**config.mk**
```make
export PLATFORM = sky130hd
export DESIGN_NAME = multicycle_control_unit_flat
export DESIGN_NICKNAME = d
export VERILOG_FILES = /design/src/rtl/multicycle_control_unit_if.sv /design/src/rtl/multicycle_control_unit.sv /design/src/flat_wrapper.sv
export SDC_FILE = /design/constraint.sdc
export NUM_CORES = 1
export LEC_CHECK = 0
export CAP_MARGIN = 10
export CORE_MARGIN = 2
export CORE_UTILIZATION = 40
export CTS_CLUSTER_SIZE = 30
export DETAILED_ROUTE_END_ITERATION = 10
export PLACE_DENSITY = 0.83
export SYNTH_ARGS = -nofsm -noshare
export SYNTH_HDL_FRONTEND = slang
export SYNTH_SLANG_ARGS = --single-unit
```
**constraint.sdc**
```tcl
create_clock -name clk -period 2.05 [get_ports clk]
set_input_delay 0.3075 -clock clk [delete_from_list [all_inputs] [get_ports clk]]
set_output_delay 0.3075 -clock clk [all_outputs]
set_load 0.1 [all_outputs]
```
**src/rtl/multicycle_control_unit_if.sv**
```systemverilog
// Control bundle between the multicycle MIPS controller and its datapath.
// master = controller side, slave = datapath/instruction-register side.
interface multicycle_control_unit_if;
    logic [5:0] op;
    logic [5:0] funct;
    logic       mem_ready;
    logic       PCWrite;
    logic       IorD;
    logic       MemWrite;
    logic       IRWrite;
    logic       RegDst;
    logic       MemtoReg;
    logic       RegWrite;
    logic       ALUSrcA;
    logic       Branch;
    logic       BranchNe;
    logic [1:0] ALUSrcB;
    logic [1:0] PCSrc;
    logic [2:0] ALUControl;
    logic       instr_done;
    logic       illegal_op;
    logic [3:0] state;

    modport master (
        input  op, funct, mem_ready,
        output PCWrite, IorD, MemWrite, IRWrite, RegDst, MemtoReg, RegWrite, ALUSrcA,
               Branch, BranchNe, ALUSrcB, PCSrc, ALUControl, instr_done, illegal_op, state
    );

    modport slave (
        output op, funct, mem_ready,
        input  PCWrite, IorD, MemWrite, IRWrite, RegDst, MemtoReg, RegWrite, ALUSrcA,
               Branch, BranchNe, ALUSrcB, PCSrc, ALUControl, instr_done, illegal_op, state
    );
endinterface

```
**src/rtl/multicycle_control_unit.sv**
```systemverilog
// Moore-style multicycle MIPS controller: sequences one instruction per 3-5 cycles
// plus memory wait states, with optional addi/bne decode and an illegal-op trap.
module multicycle_control_unit #(
    parameter bit ADDI_EN       = 1'b1,
    parameter bit BNE_EN        = 1'b1,
    parameter bit MEM_HANDSHAKE = 1'b1
) (
    input logic                         clk,
    input logic                         rst_n,
    multicycle_control_unit_if.master   bus
);
    typedef enum logic [3:0] {
        StFetch    = 4'd0,  StDecode   = 4'd1,  StMemAdr = 4'd2,  StMemRd  = 4'd3,
        StMemWb    = 4'd4,  StMemWr    = 4'd5,  StExecute = 4'd6, StAluWb  = 4'd7,
        StBranch   = 4'd8,  StAddiExec = 4'd9,  StAddiWb = 4'd10, StJump   = 4'd11,
        StTrap     = 4'd15
    } state_e;

    localparam logic [5:0] OpLw = 6'b100011, OpSw  = 6'b101011, OpRtype = 6'b000000;
    localparam logic [5:0] OpBeq = 6'b000100, OpBne = 6'b000101, OpAddi = 6'b001000;
    localparam logic [5:0] OpJ = 6'b000010;

    state_e     state_q, state_d;
    logic       mem_rdy, funct_ok;
    logic       pc_write, iord, mem_write, ir_write, reg_dst, mem_to_reg, reg_write;
    logic       alu_src_a, branch, branch_ne, instr_done, illegal_op;
    logic [1:0] alu_src_b, pc_src, alu_op;
    logic [2:0] alu_ctrl;

    assign mem_rdy  = MEM_HANDSHAKE ? bus.mem_ready : 1'b1;
    assign funct_ok = bus.funct inside {6'b100000, 6'b100010, 6'b100100, 6'b100101, 6'b101010};

    always_ff @(posedge clk or negedge rst_n) begin
        if (!rst_n) state_q <= StFetch;
        else        state_q <= state_d;
    end

    always_comb begin
        state_d    = state_q;
        pc_write   = 1'b0;
        iord       = 1'b0;
        mem_write  = 1'b0;
        ir_write   = 1'b0;
        reg_dst    = 1'b0;
        mem_to_reg = 1'b0;
        reg_write  = 1'b0;
        alu_src_a  = 1'b0;
        branch     = 1'b0;
        branch_ne  = 1'b0;
        instr_done = 1'b0;
        illegal_op = 1'b0;
        alu_src_b  = 2'b00;
        pc_src     = 2'b00;
        alu_op     = 2'b00;
        case (state_q)
            StFetch: begin
                alu_src_b = 2'b01;
                ir_write  = mem_rdy;
                pc_write  = mem_rdy;
                if (mem_rdy) state_d = StDecode;
            end
            StDecode: begin
                alu_src_b = 2'b11;
                case (bus.op)
                    OpLw, OpSw: state_d = StMemAdr;
                    OpRtype:    state_d = funct_ok ? StExecute : StTrap;
                    OpBeq:      state_d = StBranch;
                    OpBne:      state_d = BNE_EN ? StBranch : StTrap;
                    OpAddi:     state_d = ADDI_EN ? StAddiExec : StTrap;
                    OpJ:        state_d = StJump;
                    default:    state_d = StTrap;
                endcase
            end
            StMemAdr: begin
                alu_src_a = 1'b1;
                alu_src_b = 2'b10;
                state_d   = (bus.op == OpLw) ? StMemRd : StMemWr;
            end
            StMemRd: begin
                iord = 1'b1;
                if (mem_rdy) state_d = StMemWb;
            end
            StMemWb: begin
                mem_to_reg = 1'b1;
                reg_write  = 1'b1;
                instr_done = 1'b1;
                state_d    = StFetch;
            end
            StMemWr: begin
                iord       = 1'b1;
                mem_write  = 1'b1;
                instr_done = mem_rdy;
                if (mem_rdy) state_d = StFetch;
            end
            StExecute: begin
                alu_src_a = 1'b1;
                alu_op    = 2'b10;
                state_d   = StAluWb;
            end
            StAluWb: begin
                reg_dst    = 1'b1;
                reg_write  = 1'b1;
                instr_done = 1'b1;
                state_d    = StFetch;
            end
            StBranch: begin
                alu_src_a  = 1'b1;
                alu_op     = 2'b01;
                pc_src     = 2'b01;
                instr_done = 1'b1;
                branch     = (bus.op == OpBeq);
                branch_ne  = (bus.op == OpBne);
                state_d    = StFetch;
            end
            StAddiExec: begin
                alu_src_a = 1'b1;
                alu_src_b = 2'b10;
                state_d   = StAddiWb;
            end
            StAddiWb: begin
                reg_write  = 1'b1;
                instr_done = 1'b1;
                state_d    = StFetch;
            end
            StJump: begin
                pc_src     = 2'b10;
                pc_write   = 1'b1;
                instr_done = 1'b1;
                state_d    = StFetch;
            end
            StTrap: begin
                illegal_op = 1'b1;
                state_d    = StTrap;
            end
            default: state_d = StFetch;
        endcase
    end

    // ALUControl follows ALUOp in every state, so states without an ALU role show add.
    always_comb begin
        alu_ctrl = 3'b010;
        case (alu_op)
            2'b01: alu_ctrl = 3'b110;
            2'b10: begin
                case (bus.funct)
                    6'b100010: alu_ctrl = 3'b110;
                    6'b100100: alu_ctrl = 3'b000;
                    6'b100101: alu_ctrl = 3'b001;
                    6'b101010: alu_ctrl = 3'b111;
                    default:   alu_ctrl = 3'b010;
                endcase
            end
            default: alu_ctrl = 3'b010;
        endcase
    end

    // Outputs are gated by rst_n so a reset mid-access drops enables without a clock edge.
    assign bus.PCWrite    = rst_n & pc_write;
    assign bus.IorD       = rst_n & iord;
    assign bus.MemWrite   = rst_n & mem_write;
    assign bus.IRWrite    = rst_n & ir_write;
    assign bus.RegDst     = rst_n & reg_dst;
    assign bus.MemtoReg   = rst_n & mem_to_reg;
    assign bus.RegWrite   = rst_n & reg_write;
    assign bus.ALUSrcA    = rst_n & alu_src_a;
    assign bus.Branch     = rst_n & branch;
    assign bus.BranchNe   = rst_n & branch_ne;
    assign bus.instr_done = rst_n & instr_done;
    assign bus.illegal_op = rst_n & illegal_op;
    assign bus.ALUSrcB    = rst_n ? alu_src_b : 2'b00;
    assign bus.PCSrc      = rst_n ? pc_src : 2'b00;
    assign bus.ALUControl = rst_n ? alu_ctrl : 3'b000;
    assign bus.state      = state_q;
endmodule
```
**src/flat_wrapper.sv**
```systemverilog
// flat-port wrapper written by rule: the top's interface ports become plain ports
module multicycle_control_unit_flat 
#(
    parameter bit ADDI_EN       = 1'b1,
    parameter bit BNE_EN        = 1'b1,
    parameter bit MEM_HANDSHAKE = 1'b1
)
  (clk, rst_n, bus_op, bus_funct, bus_mem_ready, bus_PCWrite, bus_IorD, bus_MemWrite, bus_IRWrite, bus_RegDst, bus_MemtoReg, bus_RegWrite, bus_ALUSrcA, bus_Branch, bus_BranchNe, bus_ALUSrcB, bus_PCSrc, bus_ALUControl, bus_instr_done, bus_illegal_op, bus_state);
  multicycle_control_unit_if bus_i ();
  input logic clk;
  input logic rst_n;
  input wire logic [$bits(bus_i.op)-1:0] bus_op;
  input wire logic [$bits(bus_i.funct)-1:0] bus_funct;
  input wire logic [$bits(bus_i.mem_ready)-1:0] bus_mem_ready;
  output wire logic [$bits(bus_i.PCWrite)-1:0] bus_PCWrite;
  output wire logic [$bits(bus_i.IorD)-1:0] bus_IorD;
  output wire logic [$bits(bus_i.MemWrite)-1:0] bus_MemWrite;
  output wire logic [$bits(bus_i.IRWrite)-1:0] bus_IRWrite;
  output wire logic [$bits(bus_i.RegDst)-1:0] bus_RegDst;
  output wire logic [$bits(bus_i.MemtoReg)-1:0] bus_MemtoReg;
  output wire logic [$bits(bus_i.RegWrite)-1:0] bus_RegWrite;
  output wire logic [$bits(bus_i.ALUSrcA)-1:0] bus_ALUSrcA;
  output wire logic [$bits(bus_i.Branch)-1:0] bus_Branch;
  output wire logic [$bits(bus_i.BranchNe)-1:0] bus_BranchNe;
  output wire logic [$bits(bus_i.ALUSrcB)-1:0] bus_ALUSrcB;
  output wire logic [$bits(bus_i.PCSrc)-1:0] bus_PCSrc;
  output wire logic [$bits(bus_i.ALUControl)-1:0] bus_ALUControl;
  output wire logic [$bits(bus_i.instr_done)-1:0] bus_instr_done;
  output wire logic [$bits(bus_i.illegal_op)-1:0] bus_illegal_op;
  output wire logic [$bits(bus_i.state)-1:0] bus_state;
  assign bus_i.op = bus_op;
  assign bus_i.funct = bus_funct;
  assign bus_i.mem_ready = bus_mem_ready;
  assign bus_PCWrite = bus_i.PCWrite;
  assign bus_IorD = bus_i.IorD;
  assign bus_MemWrite = bus_i.MemWrite;
  assign bus_IRWrite = bus_i.IRWrite;
  assign bus_RegDst = bus_i.RegDst;
  assign bus_MemtoReg = bus_i.MemtoReg;
  assign bus_RegWrite = bus_i.RegWrite;
  assign bus_ALUSrcA = bus_i.ALUSrcA;
  assign bus_Branch = bus_i.Branch;
  assign bus_BranchNe = bus_i.BranchNe;
  assign bus_ALUSrcB = bus_i.ALUSrcB;
  assign bus_PCSrc = bus_i.PCSrc;
  assign bus_ALUControl = bus_i.ALUControl;
  assign bus_instr_done = bus_i.instr_done;
  assign bus_illegal_op = bus_i.illegal_op;
  assign bus_state = bus_i.state;
  multicycle_control_unit #(.ADDI_EN(ADDI_EN), .BNE_EN(BNE_EN), .MEM_HANDSHAKE(MEM_HANDSHAKE)) u_core (.clk(clk), .rst_n(rst_n), .bus(bus_i));
endmodule
```
==> results of run 1 <==
-- per-stage QoR --
step / instance area [sq um] / setup slack (ns) / utilization / setup TNS [ns]
3_5_place_dp: 1650 / -0.0575 / 0.933 / -0.116
3_3_place_gp: 1650 / 0.0745 / 0.933 / 0
2_1_floorplan: 988 / -0.839 / - / -4.21
-- cells by family after synthesis --
kind of cell | after synthesis | synth area share
AND/OR/NAND/NOR | 67 | 0.467
AO/OA/AOI/OAI | 29 | 0.250
buffers and inverters | 15 | 0.0829
flip-flops | 4 | 0.130
XOR/XNOR | 2 | 0.0228
adder cells (fa/ha/maj) | 2 | 0.0325
multiplexers | 1 | 0.0146
-- Yosys cell counts, drive strengths merged --
cell / instances
xor2: 2
clkbuf: 3
nor2b: 5
nor2: 15
a31oi: 3
a221o: 1
and2: 3
nand4: 1
o31ai: 2
or3: 1
a32oi: 1
or2: 1
o2111ai: 1
o22ai: 2
a21oi: 8
o31a: 1
nor4bb: 1
dfrtp: 4
o311ai: 1
ha: 2
mux2: 1
nand2: 13
inv: 6
o22a: 2
nor3: 8
a21boi: 1
nor3b: 1
o21a: 1
buf: 6
o21ai: 4
nor4b: 3
and3: 2
nand2b: 6
o221ai: 1
nand3: 7
==> parameters.txt, run 1 <==
Parameter                              Value

Status
  Status    aborted with a tool error
  Stage at which the flow ended    clock tree synthesis
  First error    [ERROR DPL-0033] detailed placement checks failed during check placement.

Die
  Ports    38
  Initial Utilization    0.436
  Die X-Extent    47.9 um
  Die height    47.9 um
  Number of core rows    15

Synthesis
  Synthesized Nets    137
  Post-Synthesis Cells    120
  Synthesized area    769 sq um
  Sequential area share after synthesis    0.130
  Top cell type by total area after synthesis    dfrtp_1
  Number of warnings issued by yosys    0
  Average cell area after synthesis    6.41 sq um
  Top cells by area in the synthesized netlist    dfrtp_1 (13%), nor2_1 (7.3%), nand2_1 (6.3%), a21oi_1 (5.2%), nor3_1 (5.2%)
  Post-synthesis register bit count    4
  Distinct cells, synth    39
  Top-area cell type share of the netlist area    0.130

Clock network
  Post-CTS setup buffer count    6
  Clock Sink Count    4
  Post-CTS sizing    11
  Cell at the root of the clock tree    clkbuf_4
  Buffer depth of the longest clock path    2
  Max H-tree Level    1
  Clock buffers created by TritonCTS    3
  Count of hold-fix buffers inserted at cts    0

Place
  Post-DP HPWL    2920 um
  Inst Count DP    187
  Gpl congestion    0.856
  Port-buffer cells    37
==> run 2: changes to the inputs <==
--- a/config.mk
+++ b/config.mk
@@ -6,11 +6,10 @@
 export NUM_CORES = 1
 export LEC_CHECK = 0
 export CAP_MARGIN = 10
-export CORE_MARGIN = 2
-export CORE_UTILIZATION = 40
-export CTS_CLUSTER_SIZE = 30
+export CORE_AREA = 2 2 63 65
 export DETAILED_ROUTE_END_ITERATION = 10
-export PLACE_DENSITY = 0.83
+export DIE_AREA = 0 0 65 67
+export PLACE_DENSITY_LB_ADDON = 0.15
 export SYNTH_ARGS = -nofsm -noshare
 export SYNTH_HDL_FRONTEND = slang
 export SYNTH_SLANG_ARGS = --single-unit
==> run 2 against run 1 <==
Compared with the run above: the flow now finishes, with violations (negative setup slack); area after synthesis stayed put; synthesized cell count did not move.
==> parameters.txt, run 2 <==
Parameter                              Value

Status
  Status    finished with violations
  Failing checks    negative setup slack

Finish
  Layout Utilization    0.499
  Number of flip-flops under the largest register name    4
  Fraction of final layout cells with drive strength greater than 1    0.497
  Total number of nets in the final design    188
  Area added between synthesis and finish    134%
  Commonest non-fill, non-tap cell in the layout    buf_12
  # fillers    340
  Antenna diode count    0
  Cell area after layout    1800 sq um
  Most frequent cells in the layout    buf_12 (23), buf_4 (17), clkdlybuf4s50_1 (14)
  Number of cells in the finished layout apart from fillers    217

Synthesis
  Adder-cell share of the synthesized area    0.0325
  Combinational family with the most area after synthesis    simple AND/OR/NAND/NOR gates
  Post-Synthesis Cells    120
  Distinct cells, synth    39
  Top cell type by total area after synthesis    dfrtp_1
  Number of warnings issued by yosys    0
  Post-synthesis compound-gate area fraction    0.250
  Top cells by area in the synthesized netlist    dfrtp_1 (13%), nor2_1 (7.3%), nand2_1 (6.3%), a21oi_1 (5.2%), nor3_1 (5.2%)
  Synth Area in Simple Gates    0.467
  Synthesized area    769 sq um
  Top flip-flop cell by instance count after synthesis    dfrtp_1
  Portion of netlist area occupied by mux cells    0.0146
  Fraction of synthesized cell area in xor and xnor cells    0.0228
  Sequential area share after synthesis    0.130
  Synthesized Nets    137
  Most used standard cell by instance count after synthesis    nor2_1
  Asr flop ratio synth    1.00
  Post-synthesis register bit count    4
  EDFF count, synth    0
  Top cells by instance count after synthesis    nor2_1 (15), nand2_1 (13), a21oi_1 (8), nor3_1 (8), nand3_1 (7)
  Top-area cell type share of the netlist area    0.130
  Average cell area after synthesis    6.41 sq um

Clock network
  Clock buffers created by TritonCTS    3
  Clock Sink Count    4
  Clock slew seen by the registers of the worst setup and hold paths    0.04 ns
  Cell at the root of the clock tree    clkbuf_8
  Count of hold-fix buffers inserted at cts    0
  Clock Latency Late Sink    0.22 ns
  Max H-tree Level    1
  Buffer depth of the longest clock path    2
  TritonCTS clock tree    built

Die
  Number of core rows    22
  Core region area    3610 sq um
  Die X-Extent    65 um
  Initial Utilization    0.213
  Total Die Area    4360 sq um
  Ports    38
  Die height    67 um

Place
  Gpl congestion    0.829
  Post-DP HPWL    2140 um
  Inst Count DP    209
  Post-DP Area    1680 sq um
  Port-buffer cells    37

Setup path
  Crit end category    output port
  Slowest cell delay on critical path    0.49 ns
  Slack of the worst reg-to-reg path    0.56 ns
  Critical path fanouts, max    3
  Crit Path Category    flip-flop to output port
  Worst-case reg-to-reg path depth    8
  Required time at the endpoint of the critical path    1.74 ns
  Slowest stage cell on the critical path    dfrtp_4
  Endpoint arrival time on the critical path    1.86 ns
  Destination of the worst register-to-register timing path    u_core.bus.state[2]
  CP Launch Type    flip-flop
  Critical-path cell list    nand2b_4, nor3_4, inv_1, ha_2, inv_2, a31oi_1, o31a_4, buf_12
  Startpoint of the lowest-slack register-to-register path    u_core.bus.state[2]

GRT
  Residual overflow from global routing    0
  Via count of the first global-routing pass    1,024
  Initial antenna violation count    0
  Overall track demand over capacity in global routing    0.134
  Maximum number of pins on one net before global-route repair    16
  Wire length of the first global-routing pass    4660 um

Min path
  Class of the tightest hold or removal check    primary input to asynchronous set/reset pin

Detailed routing
  Total DRC errors in the routed layout    0
  Antenna-violating nets left    0
  Detailed-route via count    1,060
  Routed via count divided by cell count    4.88
  Total iterations of the first detailed-routing run    4
  WL per Instance    12.4 um
  Drt total wl    2690 um
  Iteration-0 DRC Markers    62

Pwr
  Total power after layout    2520 uW
  Static leakage    0.000681 uW
  Worst-case vdd ir drop    0.000581 V
  Pwr Density    1400 nW/um^2

Timing
  Number of setup violations in the final report    5
  Minimum clock period    2.17 ns
  Setup Total Neg Slack    -0.331 ns
  Setup slack after layout    -0.121 ns
  Slew Limit Fails    0
  Setup repair after global routing missed its margin    true
  Remaining max-slew budget at the tightest pin    0.767
  Measured slew at the worst slew-check pin    0.344 ns
  Achievable clock frequency    0.461 GHz
  Period utilization    1.06
  Final hold violation count    0
  Setup Skew    0.00216 ns

Job
  # Max-Cap Violations    0
[run 2: cell counts after synthesis]
No cell type changed its count.
[run 2: per-stage QoR]
step | hold slack, ns | setup slack (ns)
6_report | 0.423 | -0.121
5_1_grt | 0.445 | -0.185
4_1_cts | 0.422 | -0.157
3_5_place_dp | 0.653 | 0.0498
3_3_place_gp | 0.654 | 0.0335
2_1_floorplan | 0.0119 | -0.839
[run 2: cell type report]
class	instances	area (sq um)	share of cell area
timing repair buffer	55	743	0.413
inverter	6	26.3	0.0146
multi-input combinational	101	812	0.452
clock buffer	3	41.3	0.0230
tap	48	60.1	0.0334
sequential	4	115	0.0640
[run 2: worst max-delay path, delay by kind of cell (launching register included)]
family,cells,cell delay (ns)
AO/OA/AOI/OAI,2,0.39
flip-flops,1,0.49
buffers and inverters,3,0.28
adder cells (fa/ha/maj),1,0.19
AND/OR/NAND/NOR,2,0.30
[run 2: layer usage]
metal / global-route usage / wire length, um / vias to the layer above
li1: - / - / 534
met1: 0.189 / 1210 / 490
met2: 0.210 / 1280 / 36
met3: 0.0405 / 198 / 0
met4: 0.00798 / 0 / 0
met5: 0 / 0 / -
[run 2: worst max path at each step]
stage,slack (ns),start,to
floorplan,-0.84,u_core.bus.state[2],bus_PCWrite
global placement,0.03,bus_op[2],u_core.bus.state[3]
detailed placement,0.05,bus_op[2],u_core.bus.state[3]
CTS,-0.16,u_core.bus.state[2],bus_ALUControl[1]
global route,-0.18,u_core.bus.state[2],bus_ALUControl[1]
finish,-0.12,u_core.bus.state[2],bus_ALUControl[1]
[run 2: repair_timing]
item                                    CTS  global route
pin swaps                                 4             3
hold endpoints to repair                  0             0
setup buffers                             4             1
endpoints found under the setup margin    5             9
gates resized for setup                   4             6
[run 2: report_power, final]
group	internal, uW	leakage (uW)	switching (uW)
Clock	126	0.0000216	47.2
Sequential	140	0.0000450	91.8
Combinational	818	0.000615	1300
[run 2: cells by family (layout without fill, tap and decap cells)]
group                    count (synthesis)  in the layout
AND/OR/NAND/NOR                         67             67
multiplexers                             1              1
AO/OA/AOI/OAI                           29             29
flip-flops                               4              4
buffers and inverters                   15             64
XOR/XNOR                                 2              2
adder cells (fa/ha/maj)                  2              2
(Power assumes the default switching activity.)
==> run 3: changes to the inputs <==
--- a/config.mk
+++ b/config.mk
@@ -9,6 +9,7 @@
 export CORE_AREA = 2 2 63 65
 export DETAILED_ROUTE_END_ITERATION = 10
 export DIE_AREA = 0 0 65 67
+export GPL_TIMING_DRIVEN = 0
 export PLACE_DENSITY_LB_ADDON = 0.15
 export SYNTH_ARGS = -nofsm -noshare
 export SYNTH_HDL_FRONTEND = slang
==> run 3 against run 2 <==
Compared with the run above: the flow still finishes with violations (negative setup slack); first-iteration DRC count is 1.6% higher; via count is 2.8% higher; die area stayed put; clock power is 6% lower; clock-buffer cell count stayed put; power is 4.2% lower; non-clock buffer count is 1 higher; utilization is 3.4 points lower; sequential power is 3% higher; worst setup slack worse by 0.10 ns; critical path type unchanged; largest power group unchanged; highest routed layer is now met4.
==> parameters.txt, run 3 (same netlist as run 2, synthesis figures left out) <==
Parameter                              Value

Timing
  Number of setup violations in the final report    5
  Remaining max-slew budget at the tightest pin    0.360
  Period utilization    1.11
  Setup slack after layout    -0.224 ns
  Final hold violation count    0
  Setup Skew    0.000858 ns
  Setup repair after global routing missed its margin    true
  Setup Total Neg Slack    -0.687 ns
  Slew Limit Fails    0
  Minimum clock period    2.27 ns
  Measured slew at the worst slew-check pin    0.959 ns
  Achievable clock frequency    0.440 GHz

Detailed routing
  Total DRC errors in the routed layout    0
  WL per Instance    13.6 um
  Antenna-violating nets left    0
  Drt total wl    2970 um
  Total iterations of the first detailed-routing run    4
  Iteration-0 DRC Markers    63
  Routed via count divided by cell count    5.00
  Detailed-route via count    1,090

Setup path
  Total buffers and inverters traversed by the critical path    3
  Crit Path Category    flip-flop to output port
  Slowest cell delay on critical path    0.47 ns
  Endpoint arrival time on the critical path    1.97 ns
  CP Launch Type    flip-flop
  Most used cell along the critical path    buf_8
  Slowest stage cell on the critical path    dfrtp_4
  Required time at the endpoint of the critical path    1.74 ns
  Crit end category    output port
  Critical-path cell list    buf_8, buf_8, nor2_4, nand2_4, ha_4, nand2b_4, nor3_4, buf_12
  Critical path fanouts, max    8
  Dominant delay contributor by cell family on the critical path    simple AND/OR/NAND/NOR gates

Clock network
  Count of hold-fix buffers inserted at cts    0
  Clock Latency Late Sink    0.21 ns
  Cell at the root of the clock tree    clkbuf_8
  Clock buffers created by TritonCTS    3
  Buffer depth of the longest clock path    2
  Max H-tree Level    1
  Clock Sink Count    4
  TritonCTS clock tree    built
  Clock slew seen by the registers of the worst setup and hold paths    0.03 ns

Place
  Post-DP Area    1420 sq um
  Gpl congestion    0.767
  Post-DP HPWL    2060 um
  Inst Count DP    205
  Placement Setup Slack    -1.32 ns
  Port-buffer cells    37

Pwr
  Total power after layout    2410 uW
  Pwr Density    1440 nW/um^2
  Static leakage    0.000678 uW
  Worst-case vdd ir drop    0.000648 V

Status
  Status    finished with violations
  Failing checks    negative setup slack

GRT
  Wire length of the first global-routing pass    4760 um
  Residual overflow from global routing    0
  Maximum number of pins on one net before global-route repair    11
  Overall track demand over capacity in global routing    0.139
  Via count of the first global-routing pass    1,037
  Initial antenna violation count    0

Die
  Core region area    3610 sq um
  Number of core rows    22
  Ports    38
  Total Die Area    4360 sq um
  Die height    67 um
  Initial Utilization    0.213
  Die X-Extent    65 um

Finish
  Area added between synthesis and finish    118%
  Cell area after layout    1670 sq um
  Most frequent cells in the layout    buf_4 (19), clkdlybuf4s50_1 (13), nand2_1 (11)
  Number of flip-flops under the largest register name    4
  Total number of nets in the final design    189
  Number of cells in the finished layout apart from fillers    218
  Commonest non-fill, non-tap cell in the layout    buf_4
  Fraction of final layout cells with drive strength greater than 1    0.500
  Antenna diode count    0

Min path
  Class of the tightest hold or removal check    primary input to asynchronous set/reset pin

Job
  # Max-Cap Violations    0
## run 3: cell type report
cell class              instances  area, sq um
multi-input cells             101          846
well taps                      48         60.1
fillers                       359         1930
plain buffers                   6         57.6
repair buffers                 50          532
inverters                       6         22.5
clock buffers                   3         41.3
flip-flops and latches          4          115
## run 3: metal layers
metal	global-route usage	routed length, um
met5	0	0
met4	0.0399	8
met3	0.0236	169
met2	0.228	1510
met1	0.186	1290
## run 3: power breakdown
group | leakage, uW | internal (uW) | switching, uW
clock network | 0.0000216 | 125 | 37.0
registers | 0.0000450 | 140 | 99.2
logic | 0.000611 | 703 | 1310
total | 0.000678 | 967 | 1450
## run 3: worst reg2reg max path, delay by kind of cell (launching register included)
kind                   cells  cell delay [ns]
flip-flops                 1             0.47
AND/OR/NAND/NOR            3             0.22
buffers and inverters      4             0.52
AO/OA/AOI/OAI              2             0.25
## run 3: final timing paths
path                            slack (ns)                start  cells past startpoint                  end
worst min-delay path                  0.06                rst_n                      1  u_core.bus.state[2]
worst min register to register        0.80  u_core.bus.state[3]                      4  u_core.bus.state[2]
min in group clk                      0.80  u_core.bus.state[3]                      4  u_core.bus.state[2]
worst max register to register        0.55  u_core.bus.state[3]                      9  u_core.bus.state[2]
max in group asynchronous             1.76                rst_n                      1  u_core.bus.state[0]
worst max-delay path                 -0.22  u_core.bus.state[3]                      8    bus_ALUControl[0]
## run 3: per-stage QoR
step	hold WS, ns	utilization
finish	0.0619	0.464
global route	0.0675	0.464
CTS	0.0693	0.424
detailed placement	0.563	0.393
global placement	0.562	0.393
floorplan	0.0119	-
## run 3: repair_timing
action / CTS / global route
cloned: 0 / 0
endpoints found under the setup margin: 22 / 11
gates resized for setup: 146 / 22
pin swaps: 4 / 7
buffers inserted: 3 / 10
==> run 4: changes to the inputs <==
--- a/config.mk
+++ b/config.mk
@@ -6,11 +6,14 @@
 export NUM_CORES = 1
 export LEC_CHECK = 0
 export CAP_MARGIN = 10
+export CELL_PAD_IN_SITES_DETAIL_PLACEMENT = 1
+export CELL_PAD_IN_SITES_GLOBAL_PLACEMENT = 1
 export CORE_AREA = 2 2 63 65
 export DETAILED_ROUTE_END_ITERATION = 10
 export DIE_AREA = 0 0 65 67
 export GPL_TIMING_DRIVEN = 0
 export PLACE_DENSITY_LB_ADDON = 0.15
+export SKIP_CTS_REPAIR_TIMING = 1
 export SYNTH_ARGS = -nofsm -noshare
 export SYNTH_HDL_FRONTEND = slang
 export SYNTH_SLANG_ARGS = --single-unit
==> run 4 against run 3 <==
Compared with the run above: the flow still finishes with violations (negative setup slack); die area did not move; clock skew grew 0.0011 ns; worst hold slack improved by 0.52 ns; power increased by 3.9%; clock-buffer cell count unchanged; critical path depth up 1; register-to-register slack better by 0.05 ns; sequential share of layout area decreased by 0.20 points; final area is 3.1% higher; critical path type unchanged; largest cell class unchanged.
==> parameters.txt, run 4 (same netlist as run 2, synthesis figures left out) <==
Parameter                              Value

Status
  Status    finished with violations
  Failing checks    negative setup slack

Pwr
  Worst-case vdd ir drop    0.000479 V
  Total power after layout    2510 uW
  Pwr Density    1450 nW/um^2
  Static leakage    0.000705 uW

Finish
  Commonest non-fill, non-tap cell in the layout    clkdlybuf4s50_1
  Layout Utilization    0.478
  Most frequent cells in the layout    clkdlybuf4s50_1 (14), buf_12 (12), nand2_1 (11)
  Total number of nets in the final design    188
  # fillers    423
  Number of flip-flops under the largest register name    4
  Antenna diode count    0
  Fraction of final layout cells with drive strength greater than 1    0.462
  Cell area after layout    1730 sq um
  Area added between synthesis and finish    124%

Setup path
  Most used cell along the critical path    inv_2
  Destination of the worst register-to-register timing path    u_core.bus.state[2]
  Crit Path Category    flip-flop to output port
  Slack of the worst reg-to-reg path    0.60 ns
  Critical path fanouts, max    6
  Slowest stage cell on the critical path    dfrtp_4
  Required time at the endpoint of the critical path    1.74 ns
  Worst-case reg-to-reg path depth    8
  Critical-path cell list    buf_8, nand2b_4, nor3_4, inv_2, ha_4, inv_2, a31oi_2, o31a_4, buf_12
  Startpoint of the lowest-slack register-to-register path    u_core.bus.state[3]
  Slowest cell delay on critical path    0.47 ns
  Endpoint arrival time on the critical path    2.07 ns
  CP Launch Type    flip-flop
  CP startpoint    u_core.bus.state[2]
  Crit end category    output port

Timing
  Achievable clock frequency    0.421 GHz
  Setup Total Neg Slack    -1.35 ns
  Number of setup violations in the final report    9
  Final hold violation count    0
  Setup slack after layout    -0.326 ns
  Slew Limit Fails    0
  Minimum clock period    2.38 ns
  Remaining max-slew budget at the tightest pin    0.343
  Setup repair after global routing missed its margin    true
  Measured slew at the worst slew-check pin    0.984 ns
  Period utilization    1.16
  Setup Skew    0.00194 ns

GRT
  Wire length of the first global-routing pass    5140 um
  Initial antenna violation count    0
  Maximum number of pins on one net before global-route repair    11
  Overall track demand over capacity in global routing    0.153
  Residual overflow from global routing    0
  Via count of the first global-routing pass    1,097

Place
  Post-DP HPWL    2470 um
  Gpl congestion    0.724
  Port-buffer cells    37
  Post-DP Area    1420 sq um

Min path
  Class of the tightest hold or removal check    primary input to asynchronous set/reset pin

Clock network
  TritonCTS clock tree    built
  Clock slew seen by the registers of the worst setup and hold paths    0.03 ns
  Clock buffers created by TritonCTS    3
  Buffer depth of the longest clock path    2
  Max H-tree Level    1
  Clock Latency Late Sink    0.22 ns
  Clock Sink Count    4
  Cell at the root of the clock tree    clkbuf_8

Die
  Die X-Extent    65 um
  Initial Utilization    0.213
  Total Die Area    4360 sq um
  Die height    67 um
  Ports    38
  Number of core rows    22
  Core region area    3610 sq um

Job
  # Max-Cap Violations    0

Detailed routing
  Antenna-violating nets left    0
  Detailed-route via count    1,080
  Routed via count divided by cell count    4.98
  Total DRC errors in the routed layout    0
  WL per Instance    15.4 um
  Drt total wl    3350 um
  Total iterations of the first detailed-routing run    4
  Iteration-0 DRC Markers    25
==> run 4: cell count changes in the layout (fill, tap and decap cells not counted), moves of 3 or more <==
| cell | change |
|---|---|
| dlymetal6s2s_1 | +3 |
| buf_4 | -11 |
| buf_12 | +5 |
| dlygate4sd2_1 | -4 |
| clkbuf_4 | +4 |
==> run 4: worst max-delay path, delay by kind of cell, from the launching register on <==
family | cells | cell delay, ns
AOI/OAI and AO/OA | 2 | 0.38
and+or+nand+nor | 2 | 0.40
DFF | 1 | 0.47
buffers and inverters | 4 | 0.43
adders and majority gates | 1 | 0.17
==> run 4: worst max path at each step <==
stage                              to  cells past startpoint
floorplan                 bus_PCWrite                      5
global placement          bus_PCWrite                      6
finish              bus_ALUControl[1]                      9
detailed placement        bus_PCWrite                      6
CTS                       bus_PCWrite                      6
global route        bus_ALUControl[1]                      9
==> run 4: layout make-up <==
cell class              instances  area (sq um)  area share
plain buffers                   9          96.3      0.0558
clock buffers                   3          41.3      0.0239
inverters                       6          22.5      0.0131
multi-input cells             101           815       0.472
flip-flops and latches          4           115      0.0667
well taps                      48          60.1      0.0348
repair buffers                 46           576       0.334
==> run 4: power breakdown <==
group          leakage (uW)  switching, uW  internal (uW)
Clock             0.0000216           46.2            126
Combinational      0.000638           1390            784
Sequential        0.0000450           25.0            138
==> run 4: per-stage QoR <==
stage / instances / hold slack (ns) / setup slack (ns)
after floorplan: 120 / 0.0119 / -0.839
after global placement: 205 / 0.559 / -1.34
after detailed placement: 205 / 0.569 / -1.37
after CTS: 208 / 0.335 / -1.40
after global routing: 217 / 0.614 / -0.392
final: 217 / 0.585 / -0.326
==> run 4: layer usage <==
metal | wire length, um | global-route usage
met5 | 0 | 0
met4 | 0 | 0.0239
met3 | 147 | 0.0338
met2 | 1890 | 0.299
met1 | 1310 | 0.169
